### src/rtl/hazard_pkg.sv
// Shared encodings for the hazard/forwarding controller.
package hazard_pkg;

  // EX operand 3-way mux select encoding
  localparam logic [1:0] FWD_RF  = 2'b00;
  localparam logic [1:0] FWD_WB  = 2'b01;
  localparam logic [1:0] FWD_MEM = 2'b10;

  // MDU hold FSM state encoding
  typedef enum logic [1:0] {
    MDU_IDLE = 2'd0,
    MDU_BUSY = 2'd1,
    MDU_DONE = 2'd2
  } mdu_state_e;

endpackage

### src/rtl/hazard_ctrl_if.sv
// Pipeline <-> hazard controller signal bundle.
interface hazard_ctrl_if #(
  parameter int REG_AW = 5
);
  logic [REG_AW-1:0] rsD, rtD, rsE, rtE;
  logic [REG_AW-1:0] writeregE, writeregM, writeregW;
  logic              regwriteE, regwriteM, regwriteW;
  logic              memtoregE, memtoregM;
  logic              branchD;
  logic              mdu_startE;

  logic [1:0]        forwardAE, forwardBE;
  logic              forwardAD, forwardBD;
  logic              stallF, stallD, stallE;
  logic              flushE;
  logic              mdu_busy, mdu_done;

  // pipeline side
  modport master (
    output rsD, rtD, rsE, rtE, writeregE, writeregM, writeregW,
           regwriteE, regwriteM, regwriteW, memtoregE, memtoregM,
           branchD, mdu_startE,
    input  forwardAE, forwardBE, forwardAD, forwardBD,
           stallF, stallD, stallE, flushE, mdu_busy, mdu_done
  );

  // controller side
  modport slave (
    input  rsD, rtD, rsE, rtE, writeregE, writeregM, writeregW,
           regwriteE, regwriteM, regwriteW, memtoregE, memtoregM,
           branchD, mdu_startE,
    output forwardAE, forwardBE, forwardAD, forwardBD,
           stallF, stallD, stallE, flushE, mdu_busy, mdu_done
  );
endinterface

### src/rtl/hazard_ctrl_mdu_hold_fsm.sv
// Holds the pipeline while the multi-cycle MDU in EX runs.
// Stall covers the start cycle plus MDU_CYCLES busy cycles; the DONE
// cycle releases the hold so EX advances at its end.
module mdu_hold_fsm
  import hazard_pkg::*;
#(
  parameter int MDU_CYCLES = 32
) (
  input  logic clk,
  input  logic rst,
  input  logic start,
  output logic mdustall,
  output logic busy,
  output logic done
);

  localparam int CW = (MDU_CYCLES > 1) ? $clog2(MDU_CYCLES) : 1;
  localparam logic [CW-1:0] CNT_LOAD = CW'(MDU_CYCLES - 1);

  mdu_state_e    state;
  logic [CW-1:0] count;

  // state, counter and registered busy/done flags
  always_ff @(posedge clk or posedge rst) begin
    if (rst) begin
      state <= MDU_IDLE;
      count <= '0;
      busy  <= 1'b0;
      done  <= 1'b0;
    end else begin
      case (state)
        MDU_IDLE: begin
          if (start) begin
            state <= MDU_BUSY;
            count <= CNT_LOAD;
            busy  <= 1'b1;
          end
        end
        MDU_BUSY: begin
          if (count != '0) begin
            count <= count - 1'b1;
          end else begin
            state <= MDU_DONE;
            busy  <= 1'b0;
            done  <= 1'b1;
          end
        end
        MDU_DONE: begin
          // start is still high for the same instruction; ignore it
          state <= MDU_IDLE;
          done  <= 1'b0;
        end
        default: begin
          state <= MDU_IDLE;
          busy  <= 1'b0;
          done  <= 1'b0;
        end
      endcase
    end
  end

  // stall begins in the start cycle itself, before BUSY is entered
  assign mdustall = ~rst & (((state == MDU_IDLE) & start) | (state == MDU_BUSY));

endmodule

### src/rtl/hazard_ctrl.sv
// Hazard detection and forwarding control for the 5-stage pipeline.
module hazard_ctrl
  import hazard_pkg::*;
#(
  parameter int REG_AW     = 5,
  parameter int MDU_CYCLES = 32
) (
  input  logic         clk,
  input  logic         rst,
  hazard_ctrl_if.slave hz
);

  localparam logic [REG_AW-1:0] R0 = '0;

  logic mhit_rsE, mhit_rtE, whit_rsE, whit_rtE;
  logic mhit_rsD, mhit_rtD;
  logic ehit_D, mload_hit_D;
  logic lwstall, brstall, mdustall;
  logic busy, done;

  mdu_hold_fsm #(.MDU_CYCLES(MDU_CYCLES)) u_mdu (
    .clk      (clk),
    .rst      (rst),
    .start    (hz.mdu_startE),
    .mdustall (mdustall),
    .busy     (busy),
    .done     (done)
  );

  // producer matches; register 0 never counts as a producer
  assign mhit_rsE = hz.regwriteM && hz.writeregM != R0 && hz.writeregM == hz.rsE;
  assign mhit_rtE = hz.regwriteM && hz.writeregM != R0 && hz.writeregM == hz.rtE;
  assign whit_rsE = hz.regwriteW && hz.writeregW != R0 && hz.writeregW == hz.rsE;
  assign whit_rtE = hz.regwriteW && hz.writeregW != R0 && hz.writeregW == hz.rtE;
  assign mhit_rsD = hz.regwriteM && hz.writeregM != R0 && hz.writeregM == hz.rsD;
  assign mhit_rtD = hz.regwriteM && hz.writeregM != R0 && hz.writeregM == hz.rtD;

  assign ehit_D      = hz.writeregE != R0 && (hz.writeregE == hz.rsD || hz.writeregE == hz.rtD);
  assign mload_hit_D = hz.writeregM != R0 && (hz.writeregM == hz.rsD || hz.writeregM == hz.rtD);

  assign lwstall = hz.memtoregE && hz.regwriteE && ehit_D;
  assign brstall = hz.branchD && ((hz.regwriteE && ehit_D) || (hz.memtoregM && mload_hit_D));

  // output mux; everything is forced low while reset is held
  always_comb begin
    hz.forwardAE = FWD_RF;
    hz.forwardBE = FWD_RF;
    hz.forwardAD = 1'b0;
    hz.forwardBD = 1'b0;
    hz.stallF    = 1'b0;
    hz.stallD    = 1'b0;
    hz.stallE    = 1'b0;
    hz.flushE    = 1'b0;
    hz.mdu_busy  = 1'b0;
    hz.mdu_done  = 1'b0;
    if (!rst) begin
      // MEM result is newer than WB, so it wins
      if (mhit_rsE)      hz.forwardAE = FWD_MEM;
      else if (whit_rsE) hz.forwardAE = FWD_WB;
      if (mhit_rtE)      hz.forwardBE = FWD_MEM;
      else if (whit_rtE) hz.forwardBE = FWD_WB;
      hz.forwardAD = mhit_rsD;
      hz.forwardBD = mhit_rtD;
      hz.stallF    = lwstall | brstall | mdustall;
      hz.stallD    = lwstall | brstall | mdustall;
      hz.stallE    = mdustall;
      // EX is held, not bubbled, while the MDU owns it
      hz.flushE    = (lwstall | brstall) & ~mdustall;
      hz.mdu_busy  = busy;
      hz.mdu_done  = done;
    end
  end

endmodule
### src/flat_wrapper.sv
// flat-port wrapper written by rule: the top's interface ports become plain ports
module hazard_ctrl_flat import hazard_pkg::*;
#(
  parameter int REG_AW     = 5,
  parameter int MDU_CYCLES = 32
)
  (clk, rst, hz_rsD, hz_rtD, hz_rsE, hz_rtE, hz_writeregE, hz_writeregM, hz_writeregW, hz_regwriteE, hz_regwriteM, hz_regwriteW, hz_memtoregE, hz_memtoregM, hz_branchD, hz_mdu_startE, hz_forwardAE, hz_forwardBE, hz_forwardAD, hz_forwardBD, hz_stallF, hz_stallD, hz_stallE, hz_flushE, hz_mdu_busy, hz_mdu_done);
  hazard_ctrl_if #(.REG_AW(REG_AW)) hz_i ();
  input  logic clk;
  input  logic rst;
  input wire logic [$bits(hz_i.rsD)-1:0] hz_rsD;
  input wire logic [$bits(hz_i.rtD)-1:0] hz_rtD;
  input wire logic [$bits(hz_i.rsE)-1:0] hz_rsE;
  input wire logic [$bits(hz_i.rtE)-1:0] hz_rtE;
  input wire logic [$bits(hz_i.writeregE)-1:0] hz_writeregE;
  input wire logic [$bits(hz_i.writeregM)-1:0] hz_writeregM;
  input wire logic [$bits(hz_i.writeregW)-1:0] hz_writeregW;
  input wire logic [$bits(hz_i.regwriteE)-1:0] hz_regwriteE;
  input wire logic [$bits(hz_i.regwriteM)-1:0] hz_regwriteM;
  input wire logic [$bits(hz_i.regwriteW)-1:0] hz_regwriteW;
  input wire logic [$bits(hz_i.memtoregE)-1:0] hz_memtoregE;
  input wire logic [$bits(hz_i.memtoregM)-1:0] hz_memtoregM;
  input wire logic [$bits(hz_i.branchD)-1:0] hz_branchD;
  input wire logic [$bits(hz_i.mdu_startE)-1:0] hz_mdu_startE;
  output wire logic [$bits(hz_i.forwardAE)-1:0] hz_forwardAE;
  output wire logic [$bits(hz_i.forwardBE)-1:0] hz_forwardBE;
  output wire logic [$bits(hz_i.forwardAD)-1:0] hz_forwardAD;
  output wire logic [$bits(hz_i.forwardBD)-1:0] hz_forwardBD;
  output wire logic [$bits(hz_i.stallF)-1:0] hz_stallF;
  output wire logic [$bits(hz_i.stallD)-1:0] hz_stallD;
  output wire logic [$bits(hz_i.stallE)-1:0] hz_stallE;
  output wire logic [$bits(hz_i.flushE)-1:0] hz_flushE;
  output wire logic [$bits(hz_i.mdu_busy)-1:0] hz_mdu_busy;
  output wire logic [$bits(hz_i.mdu_done)-1:0] hz_mdu_done;
  assign hz_i.rsD = hz_rsD;
  assign hz_i.rtD = hz_rtD;
  assign hz_i.rsE = hz_rsE;
  assign hz_i.rtE = hz_rtE;
  assign hz_i.writeregE = hz_writeregE;
  assign hz_i.writeregM = hz_writeregM;
  assign hz_i.writeregW = hz_writeregW;
  assign hz_i.regwriteE = hz_regwriteE;
  assign hz_i.regwriteM = hz_regwriteM;
  assign hz_i.regwriteW = hz_regwriteW;
  assign hz_i.memtoregE = hz_memtoregE;
  assign hz_i.memtoregM = hz_memtoregM;
  assign hz_i.branchD = hz_branchD;
  assign hz_i.mdu_startE = hz_mdu_startE;
  assign hz_forwardAE = hz_i.forwardAE;
  assign hz_forwardBE = hz_i.forwardBE;
  assign hz_forwardAD = hz_i.forwardAD;
  assign hz_forwardBD = hz_i.forwardBD;
  assign hz_stallF = hz_i.stallF;
  assign hz_stallD = hz_i.stallD;
  assign hz_stallE = hz_i.stallE;
  assign hz_flushE = hz_i.flushE;
  assign hz_mdu_busy = hz_i.mdu_busy;
  assign hz_mdu_done = hz_i.mdu_done;
  hazard_ctrl #(.REG_AW(REG_AW), .MDU_CYCLES(MDU_CYCLES)) u_core (.clk(clk), .rst(rst), .hz(hz_i));
endmodule
### config.mk
export PLATFORM = sky130hd
export DESIGN_NAME = hazard_ctrl_flat
export DESIGN_NICKNAME = d
export VERILOG_FILES = /design/src/rtl/hazard_pkg.sv /design/src/rtl/hazard_ctrl_if.sv /design/src/rtl/hazard_ctrl_mdu_hold_fsm.sv /design/src/rtl/hazard_ctrl.sv /design/src/flat_wrapper.sv
export SDC_FILE = /design/constraint.sdc
export NUM_CORES = 1
export LEC_CHECK = 0
export ABC_CLOCK_PERIOD_IN_PS = 2200
export BUFFER_PORTS_ARGS = -buffer_cell sky130_fd_sc_hd__buf_2
export CAP_MARGIN = 20
export CORE_AREA = 8 8 60 62
export DETAILED_ROUTE_END_ITERATION = 7
export DIE_AREA = 0 0 68 70
export GPL_ROUTABILITY_DRIVEN = 0
export PLACE_DENSITY_LB_ADDON = 0.08
export SKIP_CTS_REPAIR_TIMING = 1
export SYNTH_ARGS = -nofsm -noshare
export SYNTH_HDL_FRONTEND = slang
export SYNTH_HIERARCHICAL = 1
export SYNTH_SLANG_ARGS = --single-unit
### constraint.sdc
create_clock -name clk -period 2.2 [get_ports clk]
set_clock_uncertainty 0.1 [all_clocks]
set_input_delay 0.33 -clock clk [delete_from_list [all_inputs] [get_ports clk]]
set_output_delay 0.33 -clock clk [all_outputs]
set_load 0.05 [all_outputs]
## After elaboration in Yosys (flattened, before gate mapping)

Index checks and enable logic that the tools add are counted.

- Add/subtract/negate cells: 1
- Eq/ne operators: 13
- Muxes and demuxes: 24
- Bitwise gates (word level): 10
- Reduce and logical (&&, ||, !) cells: 28

Operators with widths:

| kind | number |
|---|---|
| 5-bit equality test | 8 |
| 5-bit nonzero test | 4 |
| 1-bit logical AND | 15 |
| 1-bit 2-to-1 mux | 12 |
| 2-bit 2-to-1 mux | 6 |
| 5-bit 2-to-1 mux | 2 |
| 5-bit one-hot mux with 2 select lines | 1 |
| 2-bit != test, second input constant | 3 |
| 3-bit AND reduction | 2 |
| 5-bit by 1-bit subtractor with 5-bit output, second input constant | 1 |
| 1-bit NOT | 4 |
| 2-bit one-hot mux with 2 select lines | 1 |
| 2-bit AND reduction | 2 |
| 1-bit AND | 3 |
| 1-bit logical OR | 3 |
| 1-bit bitwise OR | 3 |
| 1-bit one-hot mux with 3 select lines | 1 |
| 2-bit by 1-bit equality test with 1-bit output, second input constant | 1 |
| 2-bit equality test, second input constant | 1 |
| 2-bit zero test | 1 |
| 1-bit one-hot mux with 2 select lines | 1 |
| 2-bit nonzero test | 1 |

- Bits in registers: 9
- Input port bits: 44
- Word-level logic and storage cells: 80

## Longest topological paths before layout

Gate-level depths: netlist (run 1).

- Word-level depth: 9
- Depth in mapped cells: 7
- Depth with buffers taken out: 5

## Hierarchy

Netlist (run 1), hierarchy kept.

Modules (own cells, without submodules):

| module | times used | cells each | area an instance (um^2) | seq. area each (um^2) |
|---|---|---|---|---|
| hazard_ctrl | 1 | 86 | 665.6 | 0.0 |
| mdu_hold_fsm | 1 | 50 | 467.9 | 225.2 |

## Least setup slack after synthesis (run 1)

Ideal clock, no wire load.

- Kind: input to output
- From: input hz_writeregM[1]
- To: output hz_stallF
- Arrival: 2.298 ns
- Data required time: 1.770 ns
- Slack: -0.528 ns
- Stages on the path: 7
- Buffers on the path: 2
- Cell sequence: buf_4 > xnor2_2 > nand3_1 > nor3_2 > o2111ai_1 > a31oi_1 > buf_4

- Word-level cells in the longest chain between the ends: 9
- Elaborated cells on any way between the ends: 11
- Classes of those cells: eq/ne (2); mux (1); bitwise (2); reduce/logical (6)

Ends and longest elaborated chain:

| element | RTL line | text |
|---|---|---|
| from (decl) | flat_wrapper.sv:16 | `input wire logic [$bits(hz_i.writeregM)-1:0] hz_writeregM;` |
| 5-bit equality test | hazard_ctrl.sv:39 | `assign mload_hit_D = hz.writeregM != R0 && (hz.writeregM == hz.rsD \|\| hz.writeregM == hz.rtD);` |
| 1-bit logical OR | hazard_ctrl.sv:39 |  |
| 1-bit logical AND (*) | hazard_ctrl.sv:39 |  |
| 1-bit logical AND (*) | hazard_ctrl.sv:42 | `assign brstall = hz.branchD && ((hz.regwriteE && ehit_D) \|\| (hz.memtoregM && mload_hit_D));` |
| 1-bit logical OR (*) | hazard_ctrl.sv:42 |  |
| 1-bit logical AND (*) | hazard_ctrl.sv:42 |  |
| 1-bit bitwise OR (*) (2 in a row) | - |  |
| 1-bit 2-to-1 mux (*) | - |  |
| to (decl) | flat_wrapper.sv:29 | `output wire logic [$bits(hz_i.stallF)-1:0] hz_stallF;` |

Every way passes the cells marked *; elsewhere a longest branch is shown, timed or not.

## Final worst setup path (run 1)

- From: input hz_writeregM[4]
- To: output hz_stallF

- Word-level cells in the longest chain between the ends: 9
- Elaborated cells on any way between the ends: 11
- Classes of those cells: eq/ne (2); mux (1); bitwise (2); reduce/logical (6)

Ends and longest elaborated chain:

| element | RTL line | text |
|---|---|---|
| 5-bit equality test | hazard_ctrl.sv:39 |  |
| 1-bit logical OR | hazard_ctrl.sv:39 |  |
| 1-bit logical AND (*) | hazard_ctrl.sv:39 |  |
| 1-bit logical AND (*) | hazard_ctrl.sv:42 |  |
| 1-bit logical OR (*) | hazard_ctrl.sv:42 |  |
| 1-bit logical AND (*) | hazard_ctrl.sv:42 |  |
| 1-bit bitwise OR (*) (2 in a row) | hazard_ctrl.sv:64 | `hz.stallF = lwstall \| brstall \| mdustall;` |
| 1-bit 2-to-1 mux (*) | hazard_ctrl.sv:56 | `if (!rst) begin` |

Marked as above.

==> summary.md, run 1 <==
| Metric | Value |
|---|---|
| Status | complete, no violations |
| HP Class | input port to async pin |
| Io pins | 56 |
| Fin. max-slew vios | 0 |
| Layout net count | about 240 |
| Worst R2R Start | u_core/u_mdu/count[0] |
| Crit path DAT | approximately 1.7 ns |
| Die span in x | 68 um |
| Clock Path Buffers | 2 |
| Flop pwr share | approximately 35% |
| Final Hold Fails | 0 |
| R2r worst-path depth | 5 |
| CP Class | input port to output port |
| Net switching power figure | about 0.45 mW |
| DR DRC count | 0 |
| Worst-Margin Slew | ~0.60 ns |
| Chip Height | 70 um |
| Fmax | 472 MHz |
| Worst-path maximum fanout | 5 |
| Pwr Total | 0.996 mW |
| Vias in the first global route | roughly 1200 |
| Fin crit share | 96.4% |
| Avg Inst Size Synth | about 8.3 sq um |
| Synth cell types | 36 |
| Post-route cell area | ~0.0015 sq mm |
| GRT overflow | 0 |
| ANT cells | 0 |
| P&R area growth vs syn | 32.0% |
| FP Rows | 19 |
| Logic pwr share | 52.0% |
| Detailed Routing Iterations Pass 1 | 4 |
| P per Cell Area | 666 mW/mm^2 |
| Seq/Total Area, Yosys | 19.9% |
| ANT nets after route | 0 |
| Core area | 0.00266 sq mm |
| Die area | 0.00476 sq mm |
| DR WL/cell | 14.8 um |
| Syn_nets | 181 |
| WHS | 0.146 ns |
| Pint | 0.545 mW |
| Effective utilization at floorplan | 42.6% |
| Worst-path clk slew | ~0.07 ns |
| Layout cell share with drive strength beyond 1 | 41.1% |
| Cts bufs inserted | 3 |
| Setup TNS | 0 ns |
| Setup crit start kind | input port |
| Yosys reg bits | 9 |
| Worst Setup End Kind | output port |
| CTS H-tree depth | 1 |
| Post-Syn Area | roughly 0.0011 sq mm |
| CTS Sinks | 9 |
| Synth Instances | 136 |
| Post-synth ARST share | 100% |
| Switch share | 45.3% |
| Setup-failing EPs final | 0 |
| Pin count of the biggest net entering global routing | 12 |
| Clock Latency Late Sink | 0.27 ns |
| CTS tree | built |
| Max transition margin | between 60% and 70% |
| DP Area | 0.00145 sq mm |
| VDD IR-drop max | 494 uV |
| Initial antenna violation count | 0 |
| Dpl cells | 217 |
| RSZ-0062 raised after global routing | yes |
| Final wirelength | around 3.3 mm |
| Pleak | 0.668 nW |
| Crit path launch | hz_writeregM[4] |
| Synthesis Warnings | 6 |
| Setup ws final | 0.0796 ns |
| EDFF count, synth | 0 |
| Filler Cells Inserted | 245 |
| Data required, critical path | ~1.8 ns |
| DR vias/cell | 5.20 |
| Final std cells w/o fill | between 200 and 250 |
| DR vias | approximately 1100 |
| Worst Setup EP | hz_stallF |
| MaxCap Viol Count | 0 |
| Gr usage total | between 10% and 20% |
| Root Driver | clkbuf_4 |
| Final HPWL DP | around 2.8 mm |
| First-pass GRT wire length | 5.21 mm |
| Clk network pwr share | 13.5% |
| Setup WS pre-CTS | approximately 0.047 ns |
| R2R Setup Slk | 0.47 ns |
| FF-to-FF End | u_core/u_mdu/busy |
| Initial DRC count | 48 |
| Minimum clock period | 2.12 ns |
| Count of buffers from port buffering | 55 |
| Layout Utilization | 56.2% |
| Most used DFF post-synth | dfrtp_1 |
[how the worst min path moves through the flow]
stage	slack [ns]	cells after the start	end
6_report	0.15	3	u_core/u_mdu/count[3]
5_1_grt	0.19	3	u_core/u_mdu/count[3]
4_1_cts	0.17	3	u_core/u_mdu/count[3]
3_5_place_dp	0.38	1	u_core/u_mdu/busy
3_3_place_gp	0.38	2	u_core/u_mdu/done
2_1_floorplan	0.06	1	u_core/u_mdu/busy
[cells in the mapped netlist (3+ instances only)]
master	number	area share [%]
dfrtp_1	9	20
nand2b_1	4	2.2
inv_1	6	2.0
nor2b_1	5	2.8
buf_6	3	3.0
nand2_1	3	0.99
nand3_1	8	3.5
nor3_1	4	1.8
o21ai_0	7	3.1
xnor2_1	17	13
a31oi_1	3	1.7
a21oi_1	3	1.3
nor2_1	7	2.3
or4_1	4	2.6
xor2_1	22	17
[per-layer routing]
metal / vias to the layer above / part of all wire, % / track usage [%] / routed length (um)
met5: - / 0 / 0 / 0
met4: 0 / 1.3 / 6.15 / 41
met3: 4 / 6.7 / 1.28 / 219
met2: 32 / 53 / 24.3 / 1730
met1: 534 / 39 / 14.6 / 1290
li1: 579 / - / - / -
[critical path, stage by stage]
cell       delay (ns)
buf_2            0.15
xnor2_1          0.16
nand3_1          0.11
nor3_2           0.22
o2111ai_1        0.21
a31oi_2          0.23
buf_2            0.29
[power groups by stage]
| stage | combinational, mW | sequential, mW | clock (mW) |
|---|---|---|---|
| after floorplan | 0.422 | 0.300 | 0 |
| after global placement | 0.506 | 0.342 | 0 |
| after detailed placement | 0.514 | 0.345 | 0 |
| after CTS | 0.518 | 0.342 | 0.137 |
| after global routing | 0.576 | 0.357 | 0.143 |
| final | 0.517 | 0.344 | 0.134 |
[cell families after synthesis]
family	count (synthesis)	share of synthesized area [%]
xor+xnor	40	31.6
fa+ha+maj	1	1.10
simple gates	48	26.7
compound gates	23	12.9
flops	9	19.9
buf+inv	15	7.84
[layout by cell type (no fill, tap or decap), drive strengths merged, types with 2 or more instances in the layout]
| cell type | n |
|---|---|
| a31oi | 3 |
| o22ai | 2 |
| nand3 | 8 |
| clkbuf | 4 |
| or4 | 4 |
| o21ai | 9 |
| nand2 | 3 |
| nor2b | 6 |
| nor3 | 6 |
| dfrtp | 9 |
| nand2b | 4 |
| xor2 | 22 |
| a21oi | 3 |
| inv | 6 |
| nor3b | 2 |
| nor2 | 7 |
| nor4 | 4 |
| xnor2 | 18 |
| or3 | 2 |
| buf | 59 |
[registers in the layout, summed over array words and instances, names as in the netlist]
| name | count |
|---|---|
| u_core/u_mdu/busy | 1 |
| u_core/u_mdu/state | 2 |
| u_core/u_mdu/done | 1 |
| u_core/u_mdu/count | 5 |
[layout make-up]
type | count | area [sq um] | share of cell area (%)
inverters | 6 | 22.5 | 1.51
clock buffers | 4 | 26.3 | 1.76
well taps | 31 | 38.8 | 2.59
flip-flops and latches | 9 | 225 | 15.1
repair buffers | 59 | 313 | 20.9
multi-input cells | 112 | 871 | 58.2
No activity file was read; power rests on OpenSTA's default activity.
==> run 2: changes to the inputs <==
--- a/config.mk
+++ b/config.mk
@@ -13,6 +13,7 @@
 export DIE_AREA = 0 0 68 70
 export GPL_ROUTABILITY_DRIVEN = 0
 export PLACE_DENSITY_LB_ADDON = 0.08
+export RECOVER_POWER = 100
 export SKIP_CTS_REPAIR_TIMING = 1
 export SYNTH_ARGS = -nofsm -noshare
 export SYNTH_HDL_FRONTEND = slang
==> constraint.sdc (replaced) <==
create_clock -name clk -period 2.2 [get_ports clk]
set_clock_uncertainty 0.1 [all_clocks]
set_input_delay 0.33 -clock clk [delete_from_list [all_inputs] [get_ports clk]]
set_output_delay 0.33 -clock clk [all_outputs]
set_load 0.01 [all_outputs]
==> run 2 against run 1 <==
  * Sequential cell count did not move
  * Fmax rose by 3.5%
  * Worst setup slack improved by 0.071 ns
  * Sequential share of layout area rose by 1.0 points
  * Hold slack improved by 0.14 ns
  * Combinational power fell by 14%
  * Wire length fell by 3.1%
  * Via count fell by 0.70%
  * Die area did not move
  * Design area fell by 6.4%
  * Critical path type unchanged
  * Critical endpoint unchanged
==> summary.md, run 2 (synthesis results as in run 1) <==
| Metric | Value |
|---|---|
| Worst-path clk slew | roughly 0.060 ns |
| Cts bufs inserted | 3 |
| CP cell instances | clkbuf_2 -> xnor2_2 -> nand3_1 -> nor3_2 -> o2111ai_1 -> a31oi_1 -> clkbuf_1 |
| Final wirelength | 3.18 mm |
| ANT nets after route | 0 |
| Initial antenna violation count | 0 |
| DR WL/cell | 14.6 um |
| Setup crit start kind | input port |
| MaxCap Viol Count | 0 |
| Status | complete, no violations |
| FP Rows | 19 |
| VDD IR-drop max | 665 uV |
| Crit-path slowest cell | a31oi_1 |
| Most common cell after layout, fill and taps aside | buf_2 |
| Final HPWL DP | 2.70 mm |
| Gr usage total | 13.3% |
| DR DRC count | 0 |
| Chip Height | 70 um |
| DR vias/cell | 5.23 |
| Pin count of the biggest net entering global routing | 12 |
| Crit-path leading delay family | compound AO/OA/AOI/OAI gates |
| Io pins | 56 |
| CTS Sinks | 9 |
| Core area | 0.00266 sq mm |
| GRT overflow | 0 |
| Most frequent cells in the layout | buf_2 (44), xor2_1 (22), xnor2_1 (17) |
| Clock Latency Late Sink | 0.27 ns |
| Fin. max-slew vios | 0 |
| HP Class | input port to async pin |
| CP max stage delay | 0.27 ns |
| Setup-failing EPs final | 0 |
| Count of buffers from port buffering | 55 |
| WL met2 | 1.41 mm |
| Fmax | between 400 and 500 MHz |
| P per Cell Area | 655 mW/mm^2 |
| Detailed Routing Iterations Pass 1 | 4 |
| Worst R2R Start | u_core/u_mdu/count[0] |
| Layout cell share with drive strength beyond 1 | 31.0% |
| First-pass GRT wire length | 5.07 mm |
| Initial DRC count | 29 |
| Final Hold Fails | 0 |
| Fin crit share | 93.2% |
| CTS tree | built |
| Worst-Margin Slew | 0.534 ns |
| DR vias | 1141 |
| CP Class | input port to output port |
| Layout net count | 233 |
| Worst-path maximum fanout | 5 |
| Data required, critical path | 1.77 ns |
| Max transition margin | ~64% |
| Crit path DAT | 1.62 ns |
| Worst Setup End Kind | output port |
| Root Driver | clkbuf_4 |
| Setup TNS | 0 ns |
| Most flop-heavy register | u_core/u_mdu/count |
| Vias in the first global route | roughly 1200 |
| Effective utilization at floorplan | 42.6% |
| Clock Path Buffers | 2 |
| ANT cells | 0 |
| FF-to-FF End | u_core/u_mdu/busy |
| WHS | 0.288 ns |
| P&R area growth vs syn | 23.5% |
| Die span in x | between 60 and 70 um |
| CP Buf/Inv Count | 2 |
| R2r worst-path depth | 5 |
| Pleak | 0.610 nW |
| Largest registers | u_core/u_mdu/count: 5 flops, u_core/u_mdu/state: 2 flops |
| Max reg flops | 5 |
| Met3 wire len | 265 um |
| Max Used Layer | met4 |
| Filler Cells Inserted | 285 |
| Met1 wire length | 1.47 mm |
| R2R Setup Slk | 0.43 ns |
| Minimum clock period | 2.05 ns |
| RSZ-0062 raised after global routing | no |
| Die area | 0.00476 sq mm |
| CTS H-tree depth | 1 |
run 2: cell types whose count changed in the layout (fill, tap and decap cells not counted), sizes merged:
cell / delta
buf: -15
clkbuf: +12
run 2: worst min-delay path, delay by kind of cell:
family | cells | cell delay [ns]
buffers and inverters | 3 | 0.72
run 2: area by class of cell:
cell class / count / area (sq um) / share of cell area [%]
Sequential cell: 9 / 225 / 16.1
Timing Repair Buffer: 56 / 268 / 19.1
Multi-Input combinational cell: 112 / 820 / 58.5
Tap cell: 31 / 38.8 / 2.77
Clock buffer: 4 / 26.3 / 1.88
Inverter: 6 / 22.5 / 1.61
run 2: metal layers:
| layer | up-vias | GRT usage (%) |
|---|---|---|
| li1 | 573 | - |
| met1 | 524 | 16.5 |
| met2 | 39 | 20.3 |
| met3 | 5 | 4.63 |
| met4 | 0 | 4.56 |
| met5 | - | 0 |
run 2: worst max-delay path by stage:
stage,start,end,slack (ns),cells after the start
after floorplan,hz_writeregM[1],hz_stallF,0.22,7
after global placement,hz_writeregM[0],hz_flushE,0.20,7
after detailed placement,hz_writeregM[0],hz_stallD,0.18,7
after CTS,hz_writeregM[0],hz_stallD,0.17,7
after global routing,hz_writeregM[0],hz_stallF,0.03,7
final,hz_writeregM[1],hz_stallF,0.15,7
run 2: through the flow:
| stage | std cells | utilization (%) | worst slack (ns) | total power [mW] | area [sq um] |
|---|---|---|---|---|---|
| after floorplan | 136 | - | 0.220 | 0.655 | 1130 |
| after global placement | 214 | 52.2 | 0.203 | 0.777 | 1390 |
| after detailed placement | 214 | 52.2 | 0.180 | 0.796 | 1390 |
| after CTS | 218 | 53.1 | 0.167 | 0.934 | 1420 |
| after global routing | 218 | 52.6 | 0.0310 | 1.02 | 1400 |
| final | 218 | 52.6 | 0.150 | 0.918 | 1400 |
run 2: power breakdown:
group | internal (mW) | switching, mW
clock | 0.0700 | 0.0591
sequential | 0.247 | 0.0964
combinational | 0.219 | 0.227
